## config.mk

```make
export PLATFORM = sky130hd
export DESIGN_NAME = sbox_nx1_buf
export DESIGN_NICKNAME = d
export VERILOG_FILES = /design/src/rtl/sbox_pkg.sv /design/src/rtl/sbox_fifo2.sv /design/src/rtl/sbox_nx1_buf.sv
export SDC_FILE = /design/constraint.sdc
export NUM_CORES = 1
export LEC_CHECK = 0
export ABC_AREA = 1
export BUFFER_PORTS_ARGS = -buffer_cell sky130_fd_sc_hd__buf_4
export CAP_MARGIN = 30
export CORE_MARGIN = 5
export CORE_UTILIZATION = 53
export CTS_BUF_LIST = sky130_fd_sc_hd__clkbuf_8
export CTS_CLUSTER_DIAMETER = 60
export DETAILED_ROUTE_END_ITERATION = 8
export HOLD_SLACK_MARGIN = 0.06
export PLACE_DENSITY = 0.87
export SLEW_MARGIN = 25
export SYNTH_ARGS = -nofsm -noshare
export SYNTH_HDL_FRONTEND = slang
export SYNTH_SLANG_ARGS = --single-unit
```

## constraint.sdc

```tcl
create_clock -name clock -period 2.8 [get_ports clock]
set_clock_uncertainty 0.2 [all_clocks]
set_input_delay 0.28 -clock clock [delete_from_list [all_inputs] [get_ports clock]]
set_output_delay 0.28 -clock clock [all_outputs]
set_load 0.1 [all_outputs]
```

## src/rtl/sbox_pkg.sv

```systemverilog
// Shared types and helpers for the N-to-1 buffered switch.
// Holds the FSM state encoding and the select-width function.
package sbox_pkg;

    typedef enum logic {
        ST_RUN   = 1'b0,
        ST_DRAIN = 1'b1
    } state_e;

    function automatic int sel_width(input int n);
        return (n <= 2) ? 1 : $clog2(n);
    endfunction

endpackage

```

## src/rtl/sbox_fifo2.sv

```systemverilog
// Two-entry FIFO with head/tail registers.
// A read and a write in the same cycle keep the count unchanged.
module sbox_fifo2 #(
    parameter int SIZE = 32
) (
    input  logic            clock,
    input  logic            reset,
    input  logic            wr,
    input  logic [SIZE-1:0] wr_data,
    input  logic            rd,
    output logic            full,
    output logic            empty,
    output logic [1:0]      count,
    output logic [SIZE-1:0] rd_data
);

    logic [SIZE-1:0] head_q, head_d;
    logic [SIZE-1:0] tail_q, tail_d;
    logic [1:0]      count_q, count_d;
    logic            do_wr, do_rd;

    always_comb begin
        do_rd   = rd && (count_q != 2'd0);
        do_wr   = wr && (count_q != 2'd2);
        head_d  = head_q;
        tail_d  = tail_q;
        if (do_rd) head_d = tail_q;
        // The new word lands in whichever slot is the first free one after the read.
        if (do_wr) begin
            if (count_q == 2'd0 || (count_q == 2'd1 && do_rd))
                head_d = wr_data;
            else
                tail_d = wr_data;
        end
        count_d = count_q + {1'b0, do_wr} - {1'b0, do_rd};
    end

    always_ff @(posedge clock) begin
        if (reset) begin
            head_q  <= '0;
            tail_q  <= '0;
            count_q <= 2'd0;
        end else begin
            head_q  <= head_d;
            tail_q  <= tail_d;
            count_q <= count_d;
        end
    end

    assign full    = (count_q == 2'd2);
    assign empty   = (count_q == 2'd0);
    assign count   = count_q;
    assign rd_data = head_q;

endmodule

```

## src/rtl/sbox_nx1_buf.sv

```systemverilog
// N-to-1 buffered channel switch; a select change drains the
// buffer before the new channel is routed.
import sbox_pkg::*;

module sbox_nx1_buf #(
    parameter  int SIZE       = 32,
    parameter  int N          = 4,
    parameter  int UNSEL_FULL = 1,
    localparam int SELW       = sel_width(N)
) (
    input  logic              clock,
    input  logic              reset,
    input  logic [N*SIZE-1:0] in_data,
    input  logic [N-1:0]      in_wr,
    output logic [N-1:0]      in_full,
    output logic [SIZE-1:0]   out1_data,
    output logic              out1_wr,
    input  logic              out1_full,
    input  logic [SELW-1:0]   sel,
    output logic [SELW-1:0]   sel_active,
    output logic              busy
);

    localparam logic [SELW:0] N_W = (SELW+1)'(N);

    state_e          state_q, state_d;
    logic [SELW-1:0] sel_active_q, sel_active_d;
    logic [SIZE-1:0] mux_data;
    logic            mux_wr;
    logic            fifo_full, fifo_empty;
    logic [1:0]      fifo_count;
    logic            sel_ok, drain_done;

    assign sel_ok = ({1'b0, sel} < N_W);

    // Backpressure depends on registered state only.
    always_comb begin
        for (int i = 0; i < N; i++) begin
            if (SELW'(i) == sel_active_q)
                in_full[i] = fifo_full || (state_q != ST_RUN);
            else if (state_q == ST_DRAIN)
                in_full[i] = 1'b1;
            else
                in_full[i] = (UNSEL_FULL != 0);
        end
    end

    always_comb begin
        mux_data = in_data[int'(sel_active_q)*SIZE +: SIZE];
        mux_wr   = in_wr[sel_active_q] && !in_full[sel_active_q];
    end

    sbox_fifo2 #(.SIZE(SIZE)) u_fifo (
        .clock   (clock),
        .reset   (reset),
        .wr      (mux_wr),
        .wr_data (mux_data),
        .rd      (out1_wr),
        .full    (fifo_full),
        .empty   (fifo_empty),
        .count   (fifo_count),
        .rd_data (out1_data)
    );

    assign out1_wr = !fifo_empty && !out1_full;

    always_comb begin
        state_d      = state_q;
        sel_active_d = sel_active_q;
        drain_done   = (fifo_count == 2'd0) ||
                       (fifo_count == 2'd1 && out1_wr);
        case (state_q)
            ST_RUN: begin
                if (sel_ok && sel != sel_active_q)
                    state_d = ST_DRAIN;
            end
            ST_DRAIN: begin
                if (drain_done) begin
                    state_d = ST_RUN;
                    if (sel_ok) sel_active_d = sel;
                end
            end
        endcase
    end

    always_ff @(posedge clock) begin
        if (reset) begin
            state_q      <= ST_RUN;
            sel_active_q <= '0;
        end else begin
            state_q      <= state_d;
            sel_active_q <= sel_active_d;
        end
    end

    assign sel_active = sel_active_q;
    assign busy       = (state_q == ST_DRAIN);

endmodule

```

==> flow_metrics.py <==
metrics = {
    "detailed_routing": {
        "drt-total-wl_microns": 11900,
        "drt_first_pass_iters": 4,
        "ant_nets": 0,
        "wl_per_cell_microns": 12.3,
        "vias": 4733,
        "first_iter_violations": 281,
        "drcViolationCount": 0,
        "vias_per_cell": 4.89,
    },
    "global_routing": {
        "grtUsageTotal": 0.251,
        "overflow": 0,
        "grt_antenna_before_repair": 0,
        "grt_pass1_wl_microns": 20200,
        "grt_pass1_vias": 4602,
        "grt_max_degree": 65,
    },
    "clock_network": {
        "cts_tree": "done",
        "clk_pin_slew_ns": 0.07,
        "htree_levels": 3,
        "cts.sinks": 69,
        "cts.repair.resized": 0,
        "hold_buffers": 2,
        "cts_buffers": 9,
        "cts_setup_buffers": 0,
        "insertion_delay_ns": 0.33,
        "cts_root_buf": "clkbuf_8",
        "cts_max_path_buffers": 2,
    },
    "place": {
        "dp_hpwl_microns": 8750,
        "gp_routability_congestion": 0.812,
        "dpl_cell_area_sq_mm": 0.00534,
        "pre_cts_ws_ns": 0.653,
        "dp.cells": 949,
        "portBuffers": 176,
    },
    "timing": {
        "setup_tns_ns": 0,
        "maxSlewViolCount": 0,
        "rsz0062_at_grt": "no",
        "fin_ws_ns": 0.566,
        "max_freq_mhz": 448,
        "hold_violations": 0,
        "min_period_ns": 2.23,
        "finalSetupViolCount": 0,
        "relSlewSlack": 0.472,
        "timing.final.crit_share": 0.798,
        "whs_ns": 0.0763,
        "tightest_slew_ns": 0.791,
    },
    "die": {
        "ios": 177,
        "initial_core_util": 0.550,
        "core-area_sq_mm": 0.00729,
        "rows": 31,
        "die_h_microns": 97.0,
        "dieArea_sq_mm": 0.00940,
        "dieWidth_microns": 97.0,
    },
    "hold_path": {
        "holdCritPathClass": "in -> reg",
        "hold_end": "sel_active[0]$_SDFFE_PP0P_",
        "hold_start": "sel[0]",
        "holdPathStages": 3,
    },
    "power_and_ir_drop": {
        "swShare": 0.581,
        "p_total_mw": 6.37,
        "peakVddDrop_mv": 0.880,
        "p_seq_frac": 0.234,
        "p_int_mw": 2.67,
        "powerDensity_mw_per_mm2": 1160,
        "p_leak_nw": 3.00,
        "pwr-share-comb": 0.660,
        "clock_power_share": 0.106,
        "power_switching_mw": 3.71,
    },
    "logic_synthesis": {
        "synth-seq-cells": 69,
        "syn_inst": 703,
        "synth-seq-area-share": 0.345,
        "yosys.cell_types.count": 21,
        "yosys_warnings": 0,
        "synthesis.area_sq_mm": 0.00401,
        "syn_nets": 842,
        "avgSynthCellArea_sq_um": 5.70,
    },
    "worst_setup_path": {
        "r2r_start": "u_fifo.count[0]$_SDFF_PP0_",
        "worst_setup_path_start_kind": "flop",
        "reg2reg_depth": 5,
        "r2r-end": "u_fifo.rd_data[25]$_SDFF_PP0_",
        "arrival_ns": 1.75,
        "reg2reg_slack_ns": 0.64,
        "criticalPathCategory": "reg -> out",
        "path_max_fanout": 17,
        "cp.required_ns": 2.32,
        "end_kind": "output pin",
    },
    "job": {
        "max_cap_viol_count": 0,
    },
    "layout": {
        "ff_latch_area_sq_mm": 0.00138,
        "postLayoutCellArea_sq_mm": 0.00552,
        "drive_gt1_frac": 0.242,
        "final_cell_count_no_fill": 967,
        "nNetsFinal": 1002,
        "area_delta_synth_final_pct": 37.7,
        "multi_input_area_sq_mm": 0.00216,
        "fin_util": 0.757,
        "n_fill_cell": 617,
        "antenna_cells": 0,
    },
    "run_status": {
        "outcome": "complete, no violations",
    },
}
==> cells by family (layout without fill, tap and decap cells) <==
kind of cell | Yosys count | in the layout | synth area share
simple gates | 473 | 473 | 0.472
buf+inv | 113 | 278 | 0.117
flops | 69 | 69 | 0.345
compound gates | 45 | 45 | 0.0581
fa+ha+maj | 2 | 2 | 0.00624
xor+xnor | 1 | 1 | 0.00219
==> power by group through the flow <==
stage                     sequential [mW]  combinational [mW]  clock, mW
after floorplan                      3.02                1.78          0
after global placement               1.49                4.10          0
after detailed placement             1.51                4.20          0
after CTS                            1.49                4.22      0.683
after global routing                 1.52                4.58      0.734
final                                1.49                4.21      0.675
==> critical path: stages (launching register included) <==
cell     delay, ns
dfxtp_1       0.39
nor2_2        0.64
nand2_1       0.13
buf_4         0.26
==> cell type report <==
cell class	count	share of cell area
repair buffers	187	0.255
well taps	99	0.0225
flip-flops and latches	69	0.250
clock buffers	9	0.0225
clock inverters	7	0.00635
inverters	75	0.0510
multi-input cells	521	0.392
==> layout by cell type (no fill, tap or decap), types with 3 or more instances in the layout <==
master	instances
nand2_1	305
buf_4	185
nor2_1	129
inv_1	74
dfxtp_1	69
o21ai_0	36
nand4_1	32
clkbuf_8	9
a21oi_1	5
clkinv_2	4
inv_2	3
nor2_2	3
==> cell usage after synthesis, drive strengths merged <==
cell type,instances,share of area
o21ai,37,0.046
inv,75,0.070
a21boi,1,0.0019
o22ai,1,0.0016
nand3,2,0.0087
nand4,32,0.050
xnor2,1,0.0022
ha,2,0.0062
clkbuf,12,0.011
buf,26,0.036
nand2,307,0.29
nor2,132,0.12
dfxtp,69,0.34
a21oi,6,0.0084
==> worst max path at each step <==
| stage | depth (start not counted) | endpoint | startpoint | slack (ns) |
|---|---|---|---|---|
| finish | 3 | in_full[0] | sel_active[0]$_SDFFE_PP0P_ | 0.57 |
| global route | 6 | u_fifo.rd_data[14]$_SDFF_PP0_ | u_fifo.count[0]$_SDFF_PP0_ | 0.42 |
| CTS | 3 | in_full[0] | sel_active[0]$_SDFFE_PP0P_ | 0.57 |
| detailed placement | 5 | u_fifo.rd_data[25]$_SDFF_PP0_ | u_fifo.count[0]$_SDFF_PP0_ | 0.65 |
| global placement | 5 | u_fifo.rd_data[15]$_SDFF_PP0_ | u_fifo.count[0]$_SDFF_PP0_ | 0.75 |
| floorplan | 4 | in_full[2] | sel_active[1]$_SDFFE_PP0P_ | 0.09 |
==> state kept, by name, indices dropped and copies added, names as in the netlist <==
name            cells
busy                1
sel_active          2
u_fifo.rd_data     32
u_fifo.count        2
u_fifo.tail_q      32
==> routing by layer <==
metal  up-vias  wire, microns  GRT usage
met5         -              0          0
met4         0            180     0.0745
met3        17            754     0.0604
met2       142           6030      0.452
met1      2137           4940      0.292
li1       2437              -          -
Note: power is estimated with default switching activity, not from simulation.
